`config.mk`:
```
export PLATFORM = sky130hd
export DESIGN_NAME = shift_deser
export DESIGN_NICKNAME = d
export VERILOG_FILES = /design/src/rtl/shift_deser.sv
export SDC_FILE = /design/constraint.sdc
export NUM_CORES = 1
export LEC_CHECK = 0
export ABC_AREA = 1
export CAP_MARGIN = 20
export CORE_MARGIN = 3
export CORE_UTILIZATION = 50
export CTS_BUF_LIST = sky130_fd_sc_hd__clkbuf_4 sky130_fd_sc_hd__clkbuf_8
export DETAILED_ROUTE_END_ITERATION = 8
export PLACE_DENSITY = 0.75
export SLEW_MARGIN = 5
export SYNTH_ARGS = -nofsm -noshare
export SYNTH_HDL_FRONTEND = slang
export SYNTH_SLANG_ARGS = --single-unit
```
`constraint.sdc`:
```
create_clock -name clk_i -period 3.1 [get_ports clk_i]
set_input_delay 0.465 -clock clk_i [delete_from_list [all_inputs] [get_ports clk_i]]
set_output_delay 0.465 -clock clk_i [all_outputs]
set_load 0.005 [all_outputs]
```
`src/rtl/shift_deser.sv`:
```
// -----------------------------------------------------------------------------
// shift_deser -- serial-in / parallel-out deserializer
//
// Collects SHIFT_AMOUNT-bit chunks from a serial stream into a SIZE-bit word.
// A frame begins with a chunk flagged by start_i. When the word is complete it
// moves into a registered output stage with a valid/ready handshake. The
// output stage and the shift register are separate, so reception of the next
// frame can continue while the consumer still holds the previous word.
//
// Parameters:
//   SIZE          word width in bits; must be a multiple of SHIFT_AMOUNT
//   SHIFT_AMOUNT  bits accepted per valid cycle
//   MSB_FIRST     1: first chunk ends up in the MSBs, 0: first chunk in the LSBs
//
// Ports:
//   clk_i          clock, rising edge
//   reset_i        synchronous reset, active-high
//   sin_i          serial chunk; sin_i[SHIFT_AMOUNT-1] is its most significant bit
//   sin_valid_i    sin_i carries a chunk this cycle
//   start_i        chunk is the first of a frame (only with sin_valid_i)
//   dout_o         received word (registered)
//   dout_valid_o   dout_o holds a word that has not been consumed
//   dout_ready_i   consumer takes dout_o when dout_valid_o is high
//   busy_o         a frame is being received
//   overrun_o      one-cycle pulse: a completed word was dropped
//   parity_err_o   (SHIFT_DESER_PARITY_EN only) even-parity check failed for
//                  the word in dout_o; valid together with dout_valid_o
//
// Build option:
//   SHIFT_DESER_PARITY_EN  each frame carries one extra even-parity bit after
//                          the data bits (requires SHIFT_AMOUNT == 1). The word
//                          is delivered after the parity bit, with parity_err_o.
// -----------------------------------------------------------------------------
module shift_deser #(
    parameter int unsigned SIZE         = 8,
    parameter int unsigned SHIFT_AMOUNT = 1,
    parameter bit          MSB_FIRST    = 1'b1
) (
    input  logic                    clk_i,
    input  logic                    reset_i,
    input  logic [SHIFT_AMOUNT-1:0] sin_i,
    input  logic                    sin_valid_i,
    input  logic                    start_i,
    output logic [SIZE-1:0]         dout_o,
    output logic                    dout_valid_o,
    input  logic                    dout_ready_i,
    output logic                    busy_o,
    output logic                    overrun_o
`ifdef SHIFT_DESER_PARITY_EN
    ,
    output logic                    parity_err_o
`endif
);

    localparam int unsigned CntW = $clog2(SIZE + 1);

    localparam logic [CntW-1:0] ChunkCnt = CntW'(SHIFT_AMOUNT);
    localparam logic [CntW-1:0] FullCnt  = CntW'(SIZE);
    localparam logic [CntW-1:0] LastCnt  = CntW'(SIZE - SHIFT_AMOUNT);

    typedef enum logic [1:0] {
        StIdle,
        StShift
`ifdef SHIFT_DESER_PARITY_EN
        ,
        StParity
`endif
    } state_e;

    state_e          state_q, state_d;
    logic [CntW-1:0] cnt_q;
    logic [SIZE-1:0] sreg_q;
    logic [SIZE-1:0] dout_q;
    logic            dout_valid_q;
    logic            busy_q;
    logic            overrun_q;
`ifdef SHIFT_DESER_PARITY_EN
    logic            perr_q;
`endif

    // Chunk handling for the current cycle.
    logic            last_chunk;
    logic            restart;
    logic            accept;
    logic            word_done;
    logic [CntW-1:0] cnt_next;
    logic [SIZE-1:0] shift_base;
    logic [SIZE-1:0] shifted;

    // Word hand-off to the output stage.
    logic            deliver;
    logic [SIZE-1:0] deliver_word;
    logic            deliver_perr;
    logic            can_load;

    // A restart shifts the new chunk into an all-zero register, which puts it
    // exactly where a first chunk belongs for either bit order.
    assign shift_base = restart ? '0 : sreg_q;

    if (SIZE == SHIFT_AMOUNT) begin : g_single_chunk
        assign shifted = sin_i;
    end else if (MSB_FIRST) begin : g_msb_first
        assign shifted = {shift_base[SIZE-1-SHIFT_AMOUNT:0], sin_i};
    end else begin : g_lsb_first
        assign shifted = {sin_i, shift_base[SIZE-1:SHIFT_AMOUNT]};
    end

    always_comb begin
        // The chunk that completes a frame is never treated as a start.
        last_chunk = (state_q == StShift) && (cnt_q == LastCnt);
        restart    = sin_valid_i && start_i && !last_chunk;
        accept     = sin_valid_i && (restart || (state_q == StShift));
        cnt_next   = restart ? ChunkCnt : cnt_q + ChunkCnt;
        word_done  = accept && (cnt_next == FullCnt);

`ifdef SHIFT_DESER_PARITY_EN
        // Data complete -> wait for the parity bit; the word goes out with it.
        deliver      = sin_valid_i && !start_i && (state_q == StParity);
        deliver_word = sreg_q;
        deliver_perr = (^sreg_q) ^ sin_i[0];
`else
        deliver      = word_done;
        deliver_word = shifted;
        deliver_perr = 1'b0;
`endif

        can_load = !dout_valid_q || dout_ready_i;

        state_d = state_q;
        if (accept) begin
            if (word_done) begin
`ifdef SHIFT_DESER_PARITY_EN
                state_d = StParity;
`else
                state_d = StIdle;
`endif
            end else begin
                state_d = StShift;
            end
        end else if (deliver) begin
            state_d = StIdle;
        end
    end

    always_ff @(posedge clk_i) begin
        if (reset_i) begin
            state_q      <= StIdle;
            cnt_q        <= '0;
            sreg_q       <= '0;
            dout_q       <= '0;
            dout_valid_q <= 1'b0;
            busy_q       <= 1'b0;
            overrun_q    <= 1'b0;
`ifdef SHIFT_DESER_PARITY_EN
            perr_q       <= 1'b0;
`endif
        end else begin
            state_q   <= state_d;
            // Busy covers every state in which a frame is still open.
            busy_q    <= (state_d != StIdle);
            overrun_q <= 1'b0;

            if (accept) begin
                sreg_q <= shifted;
                cnt_q  <= word_done ? '0 : cnt_next;
            end

            if (deliver) begin
                if (can_load) begin
                    // Covers both an empty stage and a same-cycle consume+load.
                    dout_q       <= deliver_word;
                    dout_valid_q <= 1'b1;
`ifdef SHIFT_DESER_PARITY_EN
                    perr_q       <= deliver_perr;
`endif
                end else begin
                    // Consumer still holds the previous word: keep it, drop this one.
                    overrun_q <= 1'b1;
                end
            end else if (dout_valid_q && dout_ready_i) begin
                dout_valid_q <= 1'b0;
            end
        end
    end

`ifndef SHIFT_DESER_PARITY_EN
    // Only meaningful when the parity option is built in.
    logic unused_perr;
    assign unused_perr = deliver_perr;
`endif

    assign dout_o       = dout_q;
    assign dout_valid_o = dout_valid_q;
    assign busy_o       = busy_q;
    assign overrun_o    = overrun_q;
`ifdef SHIFT_DESER_PARITY_EN
    assign parity_err_o = perr_q;
`endif

endmodule
```
==> results of run 1 <==
[metal layers]
layer  GRT usage [%]  vias to the layer above  wire [um]
li1                -                      487          -
met1           19.07                      410        881
met2           27.62                       15        943
met3           6.017                        2         94
met4           3.930                        0         10
met5               0                        -          0
[power groups by stage]
stage | sequential (mW) | combinational [mW] | clock, mW
floorplan | 0.336 | 0.0449 | 0
global placement | 0.337 | 0.0597 | 0
detailed placement | 0.338 | 0.0616 | 0
CTS | 0.331 | 0.0621 | 0.165
global route | 0.332 | 0.0698 | 0.178
finish | 0.331 | 0.0622 | 0.162
[sequential cells by signal, summed over array words and instances, names as in the netlist]
name,cells
overrun_o,1
cnt_q,4
dout_valid_o,1
busy_o,1
dout_o,8
state_q,2
sreg_q,7
[cell type report]
| type | count | area, um^2 |
|---|---|---|
| repair buffers | 16 | 160.2 |
| well taps | 27 | 33.78 |
| flip-flops and latches | 24 | 480.5 |
| fillers | 174 | 724.4 |
| inverters | 25 | 93.84 |
| multi-input cells | 93 | 452.9 |
| clock buffers | 4 | 36.28 |
[cells in the final DEF, fill, tap and decap left out, drive strengths merged]
cell type,synthesis,routed
nand3,4,4
clkbuf,4,4
nand4,4,4
ha,1,1
inv,25,25
o21bai,1,1
dfxtp,24,24
clkdlybuf4s50,0,16
o21ai,15,15
a21oi,10,10
nand2,34,34
a31oi,1,1
nor2,23,23
[path summary, 6_finish.rpt]
path,startpoint,endpoint,slack [ps],depth (start not counted)
setup / recovery,dout_valid_o$_SDFFE_PP0P_,dout_valid_o,1430,1
hold / removal,sreg_q[5]$_SDFFE_PP0P_,sreg_q[6]$_SDFFE_PP0P_,510,2
setup reg to reg,cnt_q[0]$_SDFFE_PP0P_,dout_o[2]$_SDFFE_PP0P_,1460,9
hold reg to reg,sreg_q[5]$_SDFFE_PP0P_,sreg_q[6]$_SDFFE_PP0P_,510,2
[cell families (layout without fill, tap and decap cells)]
logic type                 Yosys count  count (layout)  share of synthesized area (%)
DFF                                 24              24                          45.18
AOI/OAI and AO/OA                   27              27                          13.77
and+or+nand+nor                     65              65                          27.65
adders and majority gates            1               1                          1.176
buffers and inverters               30              45                          12.23
==> results.py, run 1 <==
metrics = {
    "status": {
        "status": "finished clean",
    },
    "detailed_routing": {
        "drt_wl_total_um": 1930,
        "drt-wirelength-per-cell_um": 10.21,
        "dr.pass1.iters": 4,
        "drt_first_iter_violations": 17,
        "drt-vias-per-instance": 4.836,
        "antenna_left": 0,
        "routed-via-count": 914,
        "drt_drc_violations_left": 0,
    },
    "synthesis": {
        "ys.flop_type": "dfxtp_1",
        "synthDominantCellAreaShare_pct": 45.18,
        "synth.top_cells.by_area": "dfxtp_1 45%, nand2_1 11%, inv_1 8.8%",
        "synth_most_common_cell": "nand2_1",
        "netlist-cell-type-count": 19,
        "synth.cells.most_frequent": "32 x nand2_1, 25 x inv_1, 24 x dfxtp_1, 20 x nor2_1, 14 x o21ai_0",
        "synth_area_um2": 1064,
        "synthesis.yosys.warnings": 0,
        "synth_edf_count": 0,
        "synth_area_per_cell_um2": 7.235,
        "flop_and_latch_count_out_of_synthesis": 24,
        "netlist.top_cell.by_area": "dfxtp_1",
        "synth_nets": 154,
        "post_synth_inst_count": 147,
        "async_flop_share_pct": 0,
        "part_of_the_yosys_area_used_for_sequential_elements_pct": 45.18,
    },
    "power": {
        "combinationalPowerShare_pct": 11.2,
        "power_switching_mw": 0.1363,
        "swShare_pct": 24.57,
        "intPower_mw": 0.4183,
        "powerDensity_nw_per_um2": 441.0,
        "share_clk_of_total_power_pct": 29.1,
        "power_frac_seq_pct": 59.7,
        "peakVddDrop_v": 0.0003870,
        "static-leakage-power_nw": 0.5890,
        "fin_total_pwr_mw": 0.5546,
    },
    "grt": {
        "largest_net_degree_at_the_start_of_global_routing": 23,
        "grt_pass1_vias": 773,
        "grt-ovfl-total": 0,
        "antenna_found_initial": 0,
        "grtUsageTotal_pct": 16.21,
        "grt_first_pass_wirelength_um": 3270,
    },
    "timing": {
        "final_setup_violation_count": 0,
        "worst_pin_slew_ps": 568.7,
        "timing.final.crit_share_pct": 53.81,
        "total_negative_slack_for_setup_checks_ps": 0,
        "fin_worst_skew_ps": 5.689,
        "timing.hold.ws_ps": 505.1,
        "postLayoutSetupSlackWorst_ps": 1432,
        "hold_violations": 0,
        "max_freq_mhz": 599.5,
        "grt_setup_unrepaired": "no",
        "relSlewSlack_pct": 62.04,
        "minimum_clock_period_after_layout_ps": 1668,
        "final_max_slew_viol_count": 0,
    },
    "layout": {
        "layout.nets": 170,
        "final_design_area_no_fill_um2": 1257,
        "layout.cells.non_filler": 189,
        "drive_above_1_share_pct": 7.407,
        "antenna-diode-count": 0,
        "syn2layout_area_growth_pct": 18.24,
        "finish.utilization_pct": 63.45,
    },
    "setup_path": {
        "timing.critical_path.max_delay_family": "buffers and inverters",
        "worstPathBufferInverterCount": 1,
        "cp_max_fo": 3,
        "data_arrival_critical_path_ps": 1200,
        "cell_with_the_largest_stage_delay_on_the_worst_path": "clkdlybuf4s50_1",
        "sequence_of_cells_on_the_critical_path": "clkdlybuf4s50_1",
        "cpPeakStageDelay_ps": 510,
        "path_class": "reg -> out",
        "cp-end-kind": "output port",
        "crit_required_ps": 2630,
        "critPathLaunchType": "flop",
    },
    "cts": {
        "worst_skew_pair.late_latency_ps": 310,
        "tritoncts.num_buffers": 3,
        "post-cts-setup-buffer-count": 0,
        "max-clock-path-buffers": 2,
        "clock-sinks": 24,
        "ctsHoldBuffers": 0,
        "postCtsResizedCells": 0,
        "tritoncts_clock_tree": "built",
        "buffer_cell_driving_the_clock_tree_root": "clkbuf_4",
        "cts_max_level": 1,
        "clk_transition_reported_paths_ps": 120,
    },
    "place": {
        "gp_congestion": 0.7822,
        "place_ws_ps": 1127,
        "placed_cells_incl_taps": 185,
        "dp_hpwl_um": 1381,
        "io_buffers": 16,
        "place_area_um2": 1221,
    },
    "die": {
        "core_region_area_um2": 1982,
        "dieArea_um2": 2716,
        "num_io_pins": 17,
        "die_w_um": 52.12,
        "fp.dieH_um": 52.12,
        "placementRows": 16,
        "start_util_pct": 53.66,
    },
    "job": {
        "timing.max_cap.violations": 0,
    },
    "min_path": {
        "hold_path_class": "reg -> reg",
    },
}
Note: power is estimated with default switching activity, not from simulation.
==> run 2, diff against run 1 <==
CORE_UTILIZATION = 49   (was 50)
PLACE_DENSITY = 0.77   (was 0.75)
clock period = 1.5 ns   (was 3.1 ns; I/O delays follow)
==> run 2 against run 1 <==
Sequential cell count did not move. Clock power increased to 2.9 times the previous value. Global-route usage rose by 1.5 points. Die area grew 1.8%. Register-to-register slack worse by 1400 ps. Setup slack worse by 1400 ps. Non-clock buffer count grew 15. Total power increased by 140%. Sequential share of layout area decreased by 5.5 points. Via count rose by 8.8%. Routed wire length rose by 23%. Largest cell class is now multi-input combinational cells. Largest power group unchanged.
==> results.py, run 2 (same netlist as run 1, synthesis figures left out) <==
metrics = {
    "setup_path": {
        "data_arrival_critical_path_ps": 1230,
        "crit_required_ps": 1270,
        "worst_setup_path_endpoint": "dout_valid_o",
        "path_class": "reg -> out",
        "regToRegSetupSlack_ps": 50,
        "launching_element_of_the_worst_setup_path": "dout_valid_o$_SDFFE_PP0P_",
        "timing.critical_path.depth": 1,
        "timing.critical_path.max_delay_family": "buffers and inverters",
        "sequence_of_cells_on_the_critical_path": "clkdlybuf4s50_1",
        "critPathLaunchType": "flop",
        "reg2reg_depth": 9,
        "worstPathBufferInverterCount": 1,
        "rr_endpoint": "dout_o[6]$_SDFFE_PP0P_",
        "cp_max_fo": 3,
        "regToRegStartpoint": "cnt_q[1]$_SDFFE_PP0P_",
        "cp-end-kind": "output port",
        "cell_with_the_largest_stage_delay_on_the_worst_path": "clkdlybuf4s50_1",
        "cpPeakStageDelay_ps": 520,
    },
    "timing": {
        "minimum_clock_period_after_layout_ps": 1454,
        "grt_setup_unrepaired": "yes",
        "relSlewSlack_pct": 81.86,
        "timing.final.crit_share_pct": 96.92,
        "final_setup_violation_count": 0,
        "final_max_slew_viol_count": 0,
        "timing.hold.ws_ps": 494.6,
        "worst_pin_slew_ps": 271.5,
        "fin_worst_skew_ps": 10.97,
        "max_freq_mhz": 687.8,
        "postLayoutSetupSlackWorst_ps": 46.15,
        "hold_violations": 0,
    },
    "layout": {
        "most_common_library_cell_in_the_layout_ignoring_fill_and_taps": "nand2_1",
        "regArea_um2": 483.0,
        "drive_above_1_share_pct": 25.28,
        "layout.nets": 186,
        "final_cell_mix": "25 x nand2_1, 24 x inv_1, 22 x dfxtp_1",
        "syn2layout_area_growth_pct": 38.94,
        "multi_input_comb_area_um2": 534.3,
        "layout.cells.non_filler": 205,
        "flip_flop_count_of_the_largest_register_all_copies_and_words_added": 8,
        "antenna-diode-count": 0,
        "n_fill_cell": 142,
    },
    "cts": {
        "cts_max_level": 1,
        "clock-sinks": 24,
        "tritoncts_clock_tree": "built",
        "clk_transition_reported_paths_ps": 120,
        "buffer_cell_driving_the_clock_tree_root": "clkbuf_4",
        "max-clock-path-buffers": 2,
        "worst_skew_pair.late_latency_ps": 330,
        "tritoncts.num_buffers": 3,
    },
    "power": {
        "combinationalPowerShare_pct": 14.1,
        "swShare_pct": 23.95,
        "share_clk_of_total_power_pct": 35.1,
        "powerDensity_nw_per_um2": 911.9,
        "peakVddDrop_v": 0.0006384,
        "static-leakage-power_nw": 0.6758,
        "power_switching_mw": 0.3227,
        "power_frac_seq_pct": 50.8,
        "intPower_mw": 1.025,
    },
    "job": {
        "timing.max_cap.violations": 0,
    },
    "grt": {
        "grt_pass1_vias": 873,
        "grtUsageTotal_pct": 17.67,
        "grt_first_pass_wirelength_um": 3601,
        "antenna_found_initial": 0,
        "grt-ovfl-total": 0,
        "largest_net_degree_at_the_start_of_global_routing": 20,
    },
    "place": {
        "place_ws_ps": -175.6,
        "gp_congestion": 0.7507,
        "dp_hpwl_um": 1481,
        "placed_cells_incl_taps": 194,
        "io_buffers": 16,
    },
    "die": {
        "dieArea_um2": 2766,
        "placementRows": 16,
        "fp.dieH_um": 52.59,
        "die_w_um": 52.59,
        "num_io_pins": 17,
        "start_util_pct": 53.13,
        "core_region_area_um2": 2002,
    },
    "detailed_routing": {
        "routed-via-count": 994,
        "drt_wl_total_um": 2366,
        "antenna_left": 0,
        "dr.pass1.iters": 4,
        "drt_drc_violations_left": 0,
        "drt_first_iter_violations": 19,
        "drt-vias-per-instance": 4.849,
        "drt-wirelength-per-cell_um": 11.54,
    },
    "min_path": {
        "hold_path_class": "reg -> reg",
    },
    "status": {
        "status": "finished clean",
    },
}
## run 2: cell types whose count changed in the layout (fill, tap and decap cells not counted), sizes merged
| cell | change |
|---|---|
| bufinv | +1 |
| nand3 | +1 |
| clkinvlp | +1 |
| buf | +15 |
| clkbuf | -1 |
| inv | -1 |
## run 2: cell type report
class / count / share of cell area [%]
clock buffers: 3 / 1.524
clock inverters: 1 / 2.032
inverters: 25 / 6.605
multi-input cells: 94 / 36.16
flip-flops and latches: 24 / 32.68
well taps: 27 / 2.286
repair buffers: 31 / 18.71
## run 2: metal layers
layer	global-route usage, %	wire length (um)
met1	21.79	1084
met3	2.849	54
met2	28.31	1166
met5	0	0
met4	11.06	61
## run 2: power groups by stage
stage / clock (mW) / sequential (mW) / combinational [mW]
after floorplan: 0 / 0.694 / 0.0928
after CTS: 0.479 / 0.679 / 0.155
after detailed placement: 0 / 0.693 / 0.153
after global placement: 0 / 0.692 / 0.148
final: 0.473 / 0.685 / 0.190
after global routing: 0.503 / 0.688 / 0.209
## run 2: worst min-delay path by stage
stage | to | startpoint | depth (start not counted) | slack, ps
after floorplan | dout_valid_o$_SDFFE_PP0P_ | reset_i | 1 | 340
after global placement | sreg_q[0]$_SDFFE_PP0P_ | sreg_q[0]$_SDFFE_PP0P_ | 2 | 460
after detailed placement | sreg_q[0]$_SDFFE_PP0P_ | sreg_q[0]$_SDFFE_PP0P_ | 2 | 470
after CTS | sreg_q[4]$_SDFFE_PP0P_ | sreg_q[3]$_SDFFE_PP0P_ | 2 | 490
after global routing | dout_valid_o$_SDFFE_PP0P_ | reset_i | 2 | 510
final | sreg_q[0]$_SDFFE_PP0P_ | sreg_q[0]$_SDFFE_PP0P_ | 2 | 490
## run 2: what timing repair did
action,4_1_cts,5_1_grt
gates cloned,0,1
gates resized for setup,1,22
endpoints found under the setup margin,1,18
pin swaps,0,10
hold buffers,0,0
setup buffers,0,6
## run 2: stage by stage
stage                     instance area [um^2]  total power [mW]  TNS [ps]  utilization (%)
final                                     1478             1.347         0            73.81
after global placement                    1289            0.8399    -928.2            64.38
after floorplan                           1064            0.7864         0                -
after CTS                                 1344             1.313         0            67.13
after detailed placement                  1289            0.8462     -1998            64.38
after global routing                      1478             1.399    -862.7            73.81
==> run 3, diff against run 2 <==
CAP_MARGIN = 25   (was 20)
==> results of run 3 <==
The final DEF is identical to that of run 2; final timing and power are the same.
